$ cat src/rtl/trig_gate_gen_if.sv
// trig_gate_gen_if: trigger/config inputs and gate, counter and timestamp outputs of trig_gate_gen
interface trig_gate_gen_if #(
    parameter int GATE_W = 8,
    parameter int CNT_W  = 16,
    parameter int TS_W   = 32
);
    logic              trig_in;
    logic              enable;
    logic [GATE_W-1:0] gate_len;
    logic [GATE_W-1:0] holdoff_len;
    logic              gate;
    logic              gate_start;
    logic              busy;
    logic [GATE_W-1:0] sample_idx;
    logic [CNT_W-1:0]  trig_cnt;
    logic [CNT_W-1:0]  lost_cnt;
    logic [TS_W-1:0]   trig_ts;
    logic [TS_W-1:0]   ts;
    modport master (
        output trig_in, enable, gate_len, holdoff_len,
        input  gate, gate_start, busy, sample_idx, trig_cnt, lost_cnt, trig_ts, ts
    );
    modport slave (
        input  trig_in, enable, gate_len, holdoff_len,
        output gate, gate_start, busy, sample_idx, trig_cnt, lost_cnt, trig_ts, ts
    );
endinterface

$ cat src/rtl/trig_gate_gen.sv
// trig_gate_gen: trigger to gate+holdoff sequencer with counters and timestamps; define TRIG_GATE_EXTEND_EN to let a gate-time trigger restart the gate
module trig_gate_gen #(
    parameter int GATE_W = 8,
    parameter int CNT_W  = 16,
    parameter int TS_W   = 32
) (
    input logic            clk,
    input logic            rst,
    trig_gate_gen_if.slave bus
);
    typedef enum logic [1:0] {IDLE, GATE, HOLDOFF} state_t;
    state_t            state, state_n;
    logic [GATE_W-1:0] rem, rem_n, glen, glen_n, hlen, hlen_n, idx, idx_n;
    logic [CNT_W-1:0]  trig_cnt, trig_cnt_n, lost_cnt, lost_cnt_n;
    logic [TS_W-1:0]   trig_ts, trig_ts_n, ts;
    logic              gate, gate_n, gate_start, start_n, busy;
    logic              req, accept, retrig;
    always_comb begin
        req        = bus.trig_in & bus.enable;
        accept     = req & (state == IDLE) & (bus.gate_len != '0);
`ifdef TRIG_GATE_EXTEND_EN
        retrig     = req & (state == GATE);
`else
        retrig     = 1'b0;
`endif
        state_n    = state;
        rem_n      = rem;
        glen_n     = glen;
        hlen_n     = hlen;
        idx_n      = '0;
        gate_n     = 1'b0;
        start_n    = 1'b0;
        trig_ts_n  = trig_ts;
        trig_cnt_n = (accept | retrig) & ~&trig_cnt ? trig_cnt + CNT_W'(1) : trig_cnt;
        lost_cnt_n = req & ~accept & ~retrig & ~&lost_cnt ? lost_cnt + CNT_W'(1) : lost_cnt;
        // rem counts the cycles still to come after the current one in GATE or HOLDOFF
        case (state)
            IDLE: if (accept) begin
                state_n   = GATE;
                glen_n    = bus.gate_len;
                hlen_n    = bus.holdoff_len;
                rem_n     = bus.gate_len - GATE_W'(1);
                gate_n    = 1'b1;
                start_n   = 1'b1;
                trig_ts_n = ts;
            end
            GATE: if (retrig || rem != '0) begin
                rem_n  = retrig ? glen - GATE_W'(1) : rem - GATE_W'(1);
                gate_n = 1'b1;
                idx_n  = &idx ? idx : idx + GATE_W'(1);
            end else begin
                state_n = hlen != '0 ? HOLDOFF : IDLE;
                rem_n   = hlen - GATE_W'(1);
            end
            HOLDOFF: begin
                state_n = rem != '0 ? HOLDOFF : IDLE;
                rem_n   = rem - GATE_W'(1);
            end
            default: state_n = IDLE;
        endcase
    end
    always_ff @(posedge clk) begin
        if (rst) begin
            state      <= IDLE;
            rem        <= '0;
            glen       <= '0;
            hlen       <= '0;
            idx        <= '0;
            gate       <= 1'b0;
            gate_start <= 1'b0;
            busy       <= 1'b0;
            trig_cnt   <= '0;
            lost_cnt   <= '0;
            trig_ts    <= '0;
            ts         <= '0;
        end else begin
            state      <= state_n;
            rem        <= rem_n;
            glen       <= glen_n;
            hlen       <= hlen_n;
            idx        <= idx_n;
            gate       <= gate_n;
            gate_start <= start_n;
            busy       <= state_n != IDLE;
            trig_cnt   <= trig_cnt_n;
            lost_cnt   <= lost_cnt_n;
            trig_ts    <= trig_ts_n;
            ts         <= ts + TS_W'(1);
        end
    end
    assign bus.gate       = gate;
    assign bus.gate_start = gate_start;
    assign bus.busy       = busy;
    assign bus.sample_idx = idx;
    assign bus.trig_cnt   = trig_cnt;
    assign bus.lost_cnt   = lost_cnt;
    assign bus.trig_ts    = trig_ts;
    assign bus.ts         = ts;
endmodule

$ cat src/flat_wrapper.sv
// flat-port wrapper written by rule: the top's interface ports become plain ports
module trig_gate_gen_flat 
#(
    parameter int GATE_W = 8,
    parameter int CNT_W  = 16,
    parameter int TS_W   = 32
)
  (clk, rst, bus_trig_in, bus_enable, bus_gate_len, bus_holdoff_len, bus_gate, bus_gate_start, bus_busy, bus_sample_idx, bus_trig_cnt, bus_lost_cnt, bus_trig_ts, bus_ts);
  trig_gate_gen_if #(.GATE_W(GATE_W), .CNT_W(CNT_W), .TS_W(TS_W)) bus_i ();
  input logic clk;
  input logic rst;
  input wire logic [$bits(bus_i.trig_in)-1:0] bus_trig_in;
  input wire logic [$bits(bus_i.enable)-1:0] bus_enable;
  input wire logic [$bits(bus_i.gate_len)-1:0] bus_gate_len;
  input wire logic [$bits(bus_i.holdoff_len)-1:0] bus_holdoff_len;
  output wire logic [$bits(bus_i.gate)-1:0] bus_gate;
  output wire logic [$bits(bus_i.gate_start)-1:0] bus_gate_start;
  output wire logic [$bits(bus_i.busy)-1:0] bus_busy;
  output wire logic [$bits(bus_i.sample_idx)-1:0] bus_sample_idx;
  output wire logic [$bits(bus_i.trig_cnt)-1:0] bus_trig_cnt;
  output wire logic [$bits(bus_i.lost_cnt)-1:0] bus_lost_cnt;
  output wire logic [$bits(bus_i.trig_ts)-1:0] bus_trig_ts;
  output wire logic [$bits(bus_i.ts)-1:0] bus_ts;
  assign bus_i.trig_in = bus_trig_in;
  assign bus_i.enable = bus_enable;
  assign bus_i.gate_len = bus_gate_len;
  assign bus_i.holdoff_len = bus_holdoff_len;
  assign bus_gate = bus_i.gate;
  assign bus_gate_start = bus_i.gate_start;
  assign bus_busy = bus_i.busy;
  assign bus_sample_idx = bus_i.sample_idx;
  assign bus_trig_cnt = bus_i.trig_cnt;
  assign bus_lost_cnt = bus_i.lost_cnt;
  assign bus_trig_ts = bus_i.trig_ts;
  assign bus_ts = bus_i.ts;
  trig_gate_gen #(.GATE_W(GATE_W), .CNT_W(CNT_W), .TS_W(TS_W)) u_core (.clk(clk), .rst(rst), .bus(bus_i));
endmodule
$ cat config.mk
export PLATFORM = sky130hd
export DESIGN_NAME = trig_gate_gen_flat
export DESIGN_NICKNAME = d
export VERILOG_FILES = /design/src/rtl/trig_gate_gen_if.sv /design/src/rtl/trig_gate_gen.sv /design/src/flat_wrapper.sv
export SDC_FILE = /design/constraint.sdc
export NUM_CORES = 1
export LEC_CHECK = 0
export ABC_AREA = 1
export CAP_MARGIN = 20
export CORE_MARGIN = 2
export CORE_UTILIZATION = 35
export CTS_BUF_LIST = sky130_fd_sc_hd__clkbuf_16
export CTS_CLUSTER_SIZE = 24
export DETAILED_ROUTE_END_ITERATION = 16
export PLACE_DENSITY_LB_ADDON = 0.05
export SYNTH_ARGS = -nofsm -noshare
export SYNTH_HDL_FRONTEND = slang
export SYNTH_SLANG_ARGS = --single-unit
$ cat constraint.sdc
create_clock -name clk -period 5.3 [get_ports clk]
set_clock_uncertainty 0.15 [all_clocks]
set_input_delay 0.795 -clock clk [delete_from_list [all_inputs] [get_ports clk]]
set_output_delay 0.795 -clock clk [all_outputs]
set_load 0.01 [all_outputs]
## Word-level counts from Yosys, hierarchy flattened

Index checks and enable logic that the tools add are counted.

- Register bits after elaboration: 125
- Input port bits: 20
- Output and inout port bits: 107
- Logic and storage cells: 57

- $add $sub $neg: 7
- Eq/ne operators: 3
- Multiplexer cells: 11
- Bitwise logic cells: 10
- Reductions and logical operators: 15

Operator list:

| operator | count |
|---|---|
| $add A16 B1 Y16 const B | 2 |
| $add A32 B1 Y32 const B | 1 |
| $reduce_and A16 Y1 | 2 |
| $pmux W8 S3 | 1 |
| $reduce_bool A8 Y1 | 3 |
| $sub A8 B1 Y8 const B | 3 |
| $mux W8 | 2 |
| $add A8 B1 Y8 const B | 1 |
| $mux W2 | 4 |
| $reduce_and A8 Y1 | 1 |
| $and A1 B1 Y1 | 6 |
| $pmux W2 S3 | 1 |
| $not A1 Y1 | 4 |
| $reduce_and A2 Y1 | 2 |
| $reduce_bool A3 Y1 | 1 |
| $reduce_or A3 Y1 | 1 |
| $eq A2 B1 Y1 const B | 1 |
| $eq A2 B2 Y1 const B | 1 |
| $logic_not A1 Y1 | 2 |
| $logic_not A2 Y1 | 1 |
| $mux W1 | 2 |
| $ne A2 B1 Y1 const B | 1 |
| $pmux W1 S2 | 1 |
| $reduce_bool A2 Y1 | 1 |
| $reduce_or A2 Y1 | 1 |

## Depth between registers and ports, before layout

- Depth in word-level cells: 6
- Depth in mapped cells: 12
- Mapped depth without buffers: 11

## Worst setup path before layout

No wires, ideal clock.

- Path type: in2reg
- From: in bus_gate_len[0]
- To: reg u_core.trig_cnt[11] (netlist: u_core.bus.trig_cnt[11])
- Setup time: 0.069 ns
- Data arrival time: 1.865 ns
- Data required time: 5.081 ns
- Slack: 3.216 ns
- Stages: 9
- Buffers on the path: 2
- Path through: inv_1 > ha_1 > nand4_1 > nand2_2 > buf_4 > a21oi_4 > buf_6 > nand2_1 > a21oi_2

- Longest elaborated chain between the ends: 3

Ends and longest elaborated chain:

| item | line | text |
|---|---|---|
| start: declaration | flat_wrapper.sv:14 | `input wire logic [$bits(bus_i.gate_len)-1:0] bus_gate_len;` |
| $reduce_bool A8 Y1 | trig_gate_gen.sv:20 | `accept = req & (state == IDLE) & (bus.gate_len != '0);` |
| $and A1 B1 Y1 | trig_gate_gen.sv:20 |  |
| $and A1 B1 Y1 | trig_gate_gen.sv:34 | `trig_cnt_n = (accept \| retrig) & ~&trig_cnt ? trig_cnt + CNT_W'(1) : trig_cnt;` |
| end signal: assignment | trig_gate_gen.sv:85 | `trig_cnt <= trig_cnt_n;` |
| end: declaration | trig_gate_gen.sv:14 | `logic [CNT_W-1:0] trig_cnt, trig_cnt_n, lost_cnt, lost_cnt_n;` |

Every way passes these cells.
A chain may end at the register's enable or synchronous reset.

## Worst setup path in the final report

- From: in bus_gate_len[0]
- To: reg u_core.lost_cnt[12] (netlist: u_core.bus.lost_cnt[12])

- Longest elaborated chain between the ends: 5

Ends and longest elaborated chain:

| item | line | text |
|---|---|---|
| $reduce_bool A8 Y1 | trig_gate_gen.sv:20 |  |
| $and A1 B1 Y1 | trig_gate_gen.sv:20 |  |
| $not A1 Y1 | trig_gate_gen.sv:35 | `lost_cnt_n = req & ~accept & ~retrig & ~&lost_cnt ? lost_cnt + CNT_W'(1) : lost_cnt;` |
| $and A1 B1 Y1 (2 in a row) | trig_gate_gen.sv:35 |  |
| end signal: assignment | trig_gate_gen.sv:86 | `lost_cnt <= lost_cnt_n;` |
| end: declaration | trig_gate_gen.sv:14 |  |

Every way passes these cells.

==> flow_summary.toml <==
[finish]
nNetsFinal = 1049
area_delta_synth_final_pct = 30.4
drive_above_1_share = 0.0790
n_fill_cell = 1862
utilization = 0.464
antenna_cells = 0
fin_area_um2 = 8310

[global_routing]
grt_use_total = 0.180
grt_max_degree = 59
met1_usage = 0.262
grt_use_met2 = 0.265
use_met3 = 0.0356
top_usage_layer = "met2"
grt_pass1_wl_mm = 28.8
grt_antenna_before_repair = 0
grt-ovfl-total = 0
grt_pass1_vias = 5683

[synth]
yosys.area_share.adder = 0.0275
synthXorXnorAreaFrac = 0.0659
syn_area_per_cell_um2 = 7.14
ys_ff_latch = 125
synth_top_family_by_area = "simple AND/OR/NAND/NOR gates"
synthTopCellsByArea = "dfxtp_1 39%, nand2_1 11%, a21oi_1 6.8%"
yosys.area.top_type = "dfxtp_1"
syn_area_um2 = 6380
synthSimpleGateAreaFrac = 0.290
synthMuxAreaShare = 0
synth_top_area_frac = 0.392
syn-num-nets = 927
syn_inst = 893
seq_area_frac_synth = 0.392
synth-compound-area-share = 0.149
yosys_warnings = 0
yosys.cell_types.count = 42

[timing]
max_freq_ghz = 0.352
rsz0062_at_grt = "no"
period_needed_ns = 2.84
finalMaxSlewViolations = 0
fin_crit_sh = 0.536
timing.setup.tns_ns = 0
hold_viol = 0
tightest_slew_ns = 0.670
setup_viol = 0
timing.hold.ws_ns = 0.325
slew_headroom = 0.553

[floorplanning]
die_w_um = 139
chipHeight_um = 139
io_pins = 127
die_area_um2 = 19300
start_util = 0.356
coreArea_um2 = 17900
rows = 49

[critical_path]
critPathKind = "in2reg"
crit_top_cell = "nand2_2"
cpPeakStageDelay_ns = 0.47
required_ns = 5.41
rr_worst_depth = 11
cp_max_fo = 53
crit_path_end_kind = "flop"
r2r-end = "u_core.bus.lost_cnt[12]"
arrival_ns = 2.95
path_cells = "clkdlybuf4s50_1, inv_1, ha_1, nand4_1, nand2_2, inv_4, nor2_4, nand2_2, clkinv_2, nand2_1, a21oi_1"
setup.worst_path.start = "bus_gate_len[0]"
critPathLaunchType = "primary input"
crit_path_top_delay_cell = "clkdlybuf4s50_1"
timing.rr.start = "u_core.state[1]"
critical-path-top-delay-family = "buffers and inverters"
worst-path-buf-inv = 4
r2r_slack_ns = 2.84

[min_path]
min_path_type = "reg2reg"
holdPathEnd = "u_core.rem[0]"
hold_start = "u_core.rem[0]"
min_path_cells = 2

[routing]
via_per_inst = 4.77
ant_nets = 0
drt_pass1_iterations = 4
vias = 5984
wl_per_cell_um = 13.8
dr.first_iter.drc_count = 276
drt-total-wl_mm = 17.3
drc = 0

[clock_tree]
clock_tree.root_cell = "clkbuf_16"
worstSkewPairLatency_ns = 0.41
cts_setup_buffers = 0
clk_pin_slew_worst_paths_ns = 0.06
htreeDepth = 4
cts_resized = 0
cts_tree = "built"
cts_hold_buf = 0
cts_buffers = 17
clockBufferDepth = 2
clock-sinks = 125

[power_and_ir_drop]
power_mw = 2.44
ir_drop_mv = 0.218
power_density_nw_per_um2 = 293
p_leak_nw = 2.94

[placement]
portBuffers = 126
place.detailed.hpwl_mm = 12.6
dpl_cell_area_um2 = 7800
place_congestion = 0.827

[run_status]
status = "complete, no violations"

[job]
cap_violations = 0
## worst reg2reg max path, delay by kind of cell (launching register included)
| kind | cells | cell delay, ns |
|---|---|---|
| flip-flops | 1 | 0.33 |
| AO/OA/AOI/OAI | 1 | 0.06 |
| adder cells (fa/ha/maj) | 1 | 0.26 |
| buffers and inverters | 4 | 0.84 |
| AND/OR/NAND/NOR | 5 | 0.67 |
## layout make-up
class	instances	area [um^2]	area share
multi-input cells	651	3390	0.408
flip-flops and latches	125	2500	0.301
repair buffers	129	1280	0.154
clock buffers	17	425	0.0512
inverters	91	345	0.0415
well taps	229	287	0.0345
clock inverters	12	85.1	0.0102
## stage by stage
stage,instances,setup WS [ns]
after floorplan,893,3.22
after global routing,1254,2.24
after CTS,1254,2.42
after global placement,1225,1.99
final,1254,2.46
after detailed placement,1225,1.99
## cells in the mapped netlist, drive strengths merged
cell and number:
a21oi 98, a31oi 1, buf 10, clkbuf 15
clkinv 1, dfxtp 125, dlygate4sd1 1, ha 14
inv 90, nand2 199, nand3 41, nand3b 4
nand4 13, nor2 120, nor3 23, nor3b 5
nor4 1, o21a 1, o21ai 75, o21ba 1
o22a 1, or2 6, xnor2 15, xor2 33
## cells by family after synthesis
family / after synthesis
simple gates: 412
compound gates: 177
flops: 125
buf+inv: 117
xor+xnor: 48
fa+ha+maj: 14
## layer usage
layer	vias to the layer above	wire, um	part of all wire
li1	3150	-	-
met1	2693	9110	0.53
met2	120	7180	0.42
met3	21	686	0.040
met4	0	297	0.017
met5	-	0	0
## state kept, by name (all words and copies together) (netlist names)
| register | count |
|---|---|
| u_core.bus.trig_ts | 32 |
| u_core.state | 2 |
| u_core.bus.gate_start | 1 |
| u_core.bus.busy | 1 |
| u_core.bus.trig_cnt | 16 |
| u_core.rem | 8 |
| u_core.bus.ts | 32 |
| u_core.bus.sample_idx | 8 |
| u_core.hlen | 8 |
| u_core.bus.lost_cnt | 16 |
| u_core.bus.gate | 1 |
## how the worst max path moves through the flow
stage,to,slack [ns],depth (start not counted)
finish,u_core.bus.lost_cnt[12],2.46,11
global route,u_core.bus.lost_cnt[15],2.24,11
CTS,u_core.bus.lost_cnt[12],2.42,11
detailed placement,u_core.bus.lost_cnt[15],1.99,11
global placement,u_core.bus.lost_cnt[12],1.99,11
floorplan,u_core.bus.trig_cnt[11],3.22,9
## report_power, final
group	internal, mW	total (mW)	switching, mW	leakage, nW
Clock	0.623	1.04	0.413	0.249
Combinational	0.155	0.379	0.224	1.67
Sequential	0.989	1.02	0.0344	1.02
## placed cells by master, fill, tap and decap left out, types with 2 or more instances in the layout
cell type | Yosys | routed
a21oi_1 | 87 | 87
a21oi_2 | 10 | 10
buf_4 | 2 | 3
clkbuf_16 | 0 | 17
clkdlybuf4s50_1 | 0 | 125
clkinv_1 | 0 | 4
clkinv_2 | 1 | 3
clkinvlp_4 | 0 | 3
dfxtp_1 | 125 | 125
ha_1 | 14 | 14
inv_1 | 83 | 85
inv_2 | 6 | 6
nand2_1 | 189 | 189
nand2_2 | 9 | 9
nand3_1 | 36 | 36
nand3_2 | 5 | 5
nand3b_1 | 4 | 4
nand4_1 | 13 | 13
nor2_1 | 112 | 112
nor2_2 | 5 | 5
nor2_4 | 3 | 3
nor3_1 | 18 | 18
nor3_2 | 4 | 4
nor3b_1 | 2 | 2
nor3b_2 | 3 | 3
o21ai_0 | 63 | 63
o21ai_1 | 12 | 12
or2_0 | 3 | 3
or2_2 | 3 | 3
xnor2_1 | 15 | 15
xor2_1 | 33 | 33
Note: power is estimated with default switching activity, not from simulation.
